$ cat src/rtl/cpu_types_pkg.sv
`timescale 1ns/1ps
// Shared CPU types used by the L1 data cache controller.
//   dcachef_t      : dmemaddr split into tag / index / block offset / byte offset
//   dcache_state_t : controller FSM states
//   HIT_CNT_ADDR   : memory word that receives the final hit counter on halt
package cpu_types_pkg;

  localparam int          DC_IDX_W     = 3;
  localparam logic [31:0] HIT_CNT_ADDR = 32'h0000_3100;

  typedef struct packed {
    logic [25:0]         tag;
    logic [DC_IDX_W-1:0] idx;
    logic                blkoff;
    logic [1:0]          bytoff;
  } dcachef_t;

  typedef enum logic [3:0] {
    IDLE, WB0, WB1, LD0, LD1, FL_CHK, FL_WB0, FL_WB1, FL_NEXT, CNT, DONE
  } dcache_state_t;

endpackage

$ cat src/rtl/dcache_ctrl.sv
`timescale 1ns/1ps
// Direct-mapped L1 data cache sequencer (8 sets x 2 words, tag/data array is
// external). Resolves misses with an optional dirty writeback followed by a
// two-word fill, flushes dirty frames on halt, then stores the hit counter.
//
// Ports
//   CLK, RST          clock / synchronous active-high reset
//   halt              CPU halted, start flush
//   dmemREN/WEN/addr  CPU data request
//   dhit, flushed     request satisfied this cycle / flush complete (sticky)
//   arr_*  (in)       frame status and word read from the array at arr_indx/arr_off
//   arr_*  (out)      array address and write strobes
//   dREN/dWEN/daddr/dstore/dwait   memory port
module dcache_ctrl
  import cpu_types_pkg::*;
#(
  parameter int NSETS = 8
) (
  input  logic        CLK,
  input  logic        RST,
  input  logic        halt,
  input  logic        dmemREN,
  input  logic        dmemWEN,
  input  logic [31:0] dmemaddr,
  output logic        dhit,
  output logic        flushed,
  input  logic        arr_hit,
  input  logic        arr_valid,
  input  logic        arr_dirty,
  input  logic [25:0] arr_tag,
  input  logic [31:0] arr_word,
  output logic [2:0]  arr_indx,
  output logic        arr_off,
  output logic        arr_wr_hit,
  output logic        arr_fill_we,
  output logic        arr_set_tag,
  output logic        arr_clean,
  output logic        dREN,
  output logic        dWEN,
  output logic [31:0] daddr,
  output logic [31:0] dstore,
  input  logic        dwait
);

  localparam logic [2:0] LAST_SET = 3'(NSETS - 1);

  dcache_state_t state, nstate;
  logic [2:0]    fcnt, nfcnt;
  logic [31:0]   hit_count, nhit_count;
  dcachef_t      a;
  logic          req;
  logic          flush_st;
  logic [2:0]    idx;
  logic          unused_bytoff;

  assign a             = dcachef_t'(dmemaddr);
  assign unused_bytoff = ^a.bytoff;
  assign req           = dmemREN | dmemWEN;
  assign flush_st      = (state == FL_CHK) || (state == FL_WB0) ||
                         (state == FL_WB1) || (state == FL_NEXT);
  // During a flush the frame walked is the flush counter, not the CPU address.
  assign idx           = flush_st ? fcnt : a.idx;

  always_ff @(posedge CLK) begin
    if (RST) begin
      state     <= IDLE;
      fcnt      <= '0;
      hit_count <= '0;
    end else begin
      state     <= nstate;
      fcnt      <= nfcnt;
      hit_count <= nhit_count;
    end
  end

  always_comb begin
    nstate      = state;
    nfcnt       = fcnt;
    nhit_count  = hit_count;
    dhit        = 1'b0;
    flushed     = 1'b0;
    arr_indx    = idx;
    arr_off     = a.blkoff;
    arr_wr_hit  = 1'b0;
    arr_fill_we = 1'b0;
    arr_set_tag = 1'b0;
    arr_clean   = 1'b0;
    dREN        = 1'b0;
    dWEN        = 1'b0;
    daddr       = '0;
    dstore      = '0;
    if (RST) begin
      arr_indx = '0;
      arr_off  = 1'b0;
    end else begin
      unique case (state)
        IDLE: begin
          // halt wins over a request in the same cycle
          if (halt) begin
            nstate = FL_CHK;
            nfcnt  = '0;
          end else if (req) begin
            if (arr_hit) begin
              dhit       = 1'b1;
              arr_wr_hit = dmemWEN;
              nhit_count = hit_count + 32'd1;
            end else begin
              nhit_count = hit_count - 32'd1;
              nstate     = (arr_valid && arr_dirty) ? WB0 : LD0;
            end
          end
        end
        WB0, WB1, FL_WB0, FL_WB1: begin
          arr_off = (state == WB1) || (state == FL_WB1);
          dWEN    = 1'b1;
          daddr   = {arr_tag, idx, arr_off, 2'b00};
          dstore  = arr_word;
          if (!dwait) begin
            unique case (state)
              WB0:     nstate = WB1;
              WB1:     nstate = LD0;
              FL_WB0:  nstate = FL_WB1;
              default: begin
                arr_clean = 1'b1;
                nstate    = FL_NEXT;
              end
            endcase
          end
        end
        LD0, LD1: begin
          arr_off = (state == LD1);
          dREN    = 1'b1;
          daddr   = {a.tag, idx, arr_off, 2'b00};
          if (!dwait) begin
            arr_fill_we = 1'b1;
            if (state == LD1) begin
              // block complete: install tag so the retry cycle hits
              arr_set_tag = 1'b1;
              nstate      = IDLE;
            end else begin
              nstate = LD1;
            end
          end
        end
        FL_CHK: begin
          arr_off = 1'b0;
          nstate  = (arr_valid && arr_dirty) ? FL_WB0 : FL_NEXT;
        end
        FL_NEXT: begin
          arr_off = 1'b0;
          if (fcnt == LAST_SET) begin
            nstate = CNT;
          end else begin
            nfcnt  = fcnt + 3'd1;
            nstate = FL_CHK;
          end
        end
        CNT: begin
          dWEN   = 1'b1;
          daddr  = HIT_CNT_ADDR;
          dstore = hit_count;
          if (!dwait) nstate = DONE;
        end
        DONE:    flushed = 1'b1;
        default: nstate  = IDLE;
      endcase
    end
  end

endmodule

$ cat config.mk
export PLATFORM = sky130hd
export DESIGN_NAME = dcache_ctrl
export DESIGN_NICKNAME = d
export VERILOG_FILES = /design/src/rtl/cpu_types_pkg.sv /design/src/rtl/dcache_ctrl.sv
export SDC_FILE = /design/constraint.sdc
export NUM_CORES = 1
export LEC_CHECK = 0
export CORE_MARGIN = 2
export CORE_UTILIZATION = 40
export DETAILED_ROUTE_END_ITERATION = 10
export PLACE_DENSITY = 0.83
export SLEW_MARGIN = 20
export SYNTH_ARGS = -nofsm -noshare
export SYNTH_HDL_FRONTEND = slang
export SYNTH_SLANG_ARGS = --single-unit
$ cat constraint.sdc
create_clock -name CLK -period 4.8 [get_ports CLK]
set_input_delay 0.96 -clock CLK [delete_from_list [all_inputs] [get_ports CLK]]
set_output_delay 0.96 -clock CLK [all_outputs]
set_load 0.05 [all_outputs]
==> out/metrics.csv <==
stage,metric,value,unit
placement,port buffer count,170,
final_layout,end-of-flow core utilization,57.8,%
grt,first-pass GRT wire length,22.5,mm
floorplan,Rows,38,
run,MaxCap Viol Count,0,
logic_synthesis,top_reg_cell synth,dfxtp_1,
logic_synthesis,"Seq/Total Area, Yosys",18.0,%
logic_synthesis,"flops & latches, synth",39,
timing,unrepaired setup endpoints after global routing,false,
logic_synthesis,syn avg cell area,6.94,µm²
setup_path,R2R cell count,9,
timing,pins over their slew limit,0,
placement,GPL Wtd Cong,0.927,
timing,crit path time final,4180,ps
cts,Worst-path clk slew,90,ps
setup_path,Worst Path Required,4990,ps
floorplan,num ports,175,
floorplan,Die Width,108,µm
cts,number of CTS-inserted buffers,5,
cts,cts repair resizes,0,
power_and_ir_drop,Combinational Power Share,75.2,%
drt,drt total wl,14.5,mm
placement,Detailed Place HPWL,11.3,mm
grt,number of global-route vias before repair,4879,
grt,Tot GR Track Use,23.4,%
worst_hold_path,worst min path class,register to register,
setup_path,cells along the critical path,clkdlybuf4s50_1 > inv_1 > buf_4 > ha_1 > nand2_1 > a211oi_1 > or2b_1 > o31ai_2 > o41a_1 > o311ai_0 > o2111ai_1 > a311o_1,
power_and_ir_drop,Power Density,535,nW/µm²
logic_synthesis,synth cell count leaders,"nor2_1 (103), nand2_1 (66), a21oi_1 (60), a22oi_1 (57), dfxtp_1 (39)",
logic_synthesis,post-synth top area share,18.0,%
setup_path,worst-path fanout max,15,
timing,Final Hold Viols,0,
logic_synthesis,warnings from Yosys,0,
power_and_ir_drop,Net Sw Frac,55.1,%
cts,CTS Hold Bufs,0,
logic_synthesis,top post-synthesis cells by area,"dfxtp_1 (18%), a22oi_1 (9.8%), ha_1 (9.2%)",
timing,setup TNS,0,ps
logic_synthesis,Post-synth EDFFs,0,
drt,Post-DRT Antenna Nets,0,
drt,met3 WL post-DR,1.09,mm
power_and_ir_drop,NetSw,1.82,mW
cts,post-CTS setup buffer count,0,
cts,Clock Latency Late Sink,300,ps
setup_path,Critical-path top delay cell,clkdlybuf4s50_1,
drt,Met1 Wirelength,5.77,mm
floorplan,Initial Utilization,40.6,%
final_layout,nets,906,
timing,# setup viols final,0,
drt,via count,5273,
drt,starting DRC count in detailed routing,364,
timing,fin crit share,87.0,%
floorplan,Core Area,10700,µm²
drt,met2 WL post-DR,7.39,mm
power_and_ir_drop,Peak VDD IR,0.419,mV
floorplan,Die ar.,11700,µm²
timing,skew final,11.8,ps
logic_synthesis,leading area contributor after synthesis,dfxtp_1,
status,status,completed,
grt,Overflow after GRT,0,
power_and_ir_drop,Reg power frac,16.1,%
timing,Max transition margin,45.4,%
cts,CTS tree,done,
cts,CTS sink cnt,39,
power_and_ir_drop,share of total power in the clock network,8.7,%
setup_path,CP peak stage delay,610,ps
cts,number of H-tree levels,2,
power_and_ir_drop,Lkg Pwr,2.45,nW
worst_hold_path,hold path depth,2,
power_and_ir_drop,Overall Power,3.31,mW
logic_synthesis,fraction of registers with async set/reset,0,%
setup_path,WS Path Type,primary input to register,
cts,clk root buf,clkbuf_8,
timing,FMAX,239,MHz
drt,DR DRC count,0,
final_layout,# fillers,968,
floorplan,die height,108,µm
drt,drt wl/cell,15.8,µm
drt,vias per cell,5.76,
drt,Top Layer Used,met4,
setup_path,startpoint type of the worst setup path,primary input,
final_layout,diode count,0,
final_layout,layout cells sized above 1,8.77,%
final_layout,Syn-to-layout area delta,42.4,%
grt,largest net degree at the start of global routing,42,
logic_synthesis,cell with the most instances after synthesis,nor2_1,
timing,worst-margin pin slew,815,ps
drt,Pre-Repair DR Iteration Count,7,
logic_synthesis,Cells after Synth,626,
setup_path,Worst setup EP type,register,
power_and_ir_drop,cell-internal power,1.49,mW
logic_synthesis,"Distinct cells, synth",64,
cts,CTS Buffer Depth,2,
setup_path,critical path arrival,4370,ps
logic_synthesis,Post-Syn Area,4350,µm²
grt,initial antenna violation count,0,
[cell families after synthesis]
family	synth area share (%)
buffers and inverters	5.84
AND/OR/NAND/NOR	26.5
other	0.0863
AO/OA/AOI/OAI	34.3
flip-flops	18.0
XOR/XNOR	4.43
adder cells (fa/ha/maj)	9.67
multiplexers	1.15
[power by group through the flow]
stage | logic [mW] | registers, mW | clock network [mW]
2_1_floorplan | 1.85 | 0.479 | 0
3_3_place_gp | 2.41 | 0.533 | 0
3_5_place_dp | 2.47 | 0.538 | 0
4_1_cts | 2.48 | 0.530 | 0.297
5_1_grt | 2.70 | 0.548 | 0.310
6_report | 2.49 | 0.533 | 0.290
[layer usage]
layer / vias up / track usage, %
met5: - / 0
met4: 0 / 6.04
met3: 15 / 3.07
met2: 202 / 44.2
met1: 2460 / 27.7
li1: 2596 / -
[flip-flops by register name, indices dropped and copies added, names as in the netlist]
register,cells
fcnt,3
hit_count,32
state,4
[path summary, 6_finish.rpt]
| path | start | end | slack [ps] |
|---|---|---|---|
| min | hit_count[13] | hit_count[13] | 490 |
| max | arr_hit | hit_count[31] | 620 |
| min reg2reg | hit_count[13] | hit_count[13] | 490 |
| max reg2reg | hit_count[3] | hit_count[31] | 2020 |
[cells in the final DEF (no fill, tap or decap), drive strengths merged, types with 3 or more instances in the layout]
cell / count
o2111ai: 3
ha: 32
o311ai: 3
a221oi: 3
o21bai: 5
xor2: 6
nand2b: 4
dfxtp: 39
nor4: 3
nor2: 104
o31ai: 5
nor2b: 5
mux2i: 5
a31oi: 3
xnor2: 16
a211oi: 8
nand2: 66
clkbuf: 5
a311oi: 4
or3: 8
a211o: 5
o211ai: 4
nor3: 14
nand4: 5
or2: 4
a21o: 9
nand3b: 3
and3: 8
o21ai: 29
nand3: 18
and2: 4
a21oi: 61
o21a: 10
clkdlybuf4s50: 142
inv: 12
a22oi: 57
buf: 40
[per-stage QoR]
stage	std cells	hold WS (ps)	instance area [µm²]	worst slack [ps]
floorplan	627	448	4350	119
global placement	907	464	6080	446
detailed placement	907	471	6080	344
CTS	915	485	6190	648
global route	915	497	6190	419
finish	915	486	6190	624
[area by class of cell]
class                      count  area, µm²  area share [%]
multi-input combinational    534       3330            53.8
timing repair buffer         182       1740            28.2
sequential                    39        781            12.6
tap                          140        175            2.83
clock buffer                   5       68.8            1.11
inverter                      12       45.0           0.728
clock inverter                 3       43.8           0.708
[critical path: cells and delay by family]
kind,cells,cell delay [ps]
buffers and inverters,3,1170
and+or+nand+nor,2,280
adders and majority gates,1,400
AOI/OAI and AO/OA,6,1560
(Power assumes the default switching activity.)
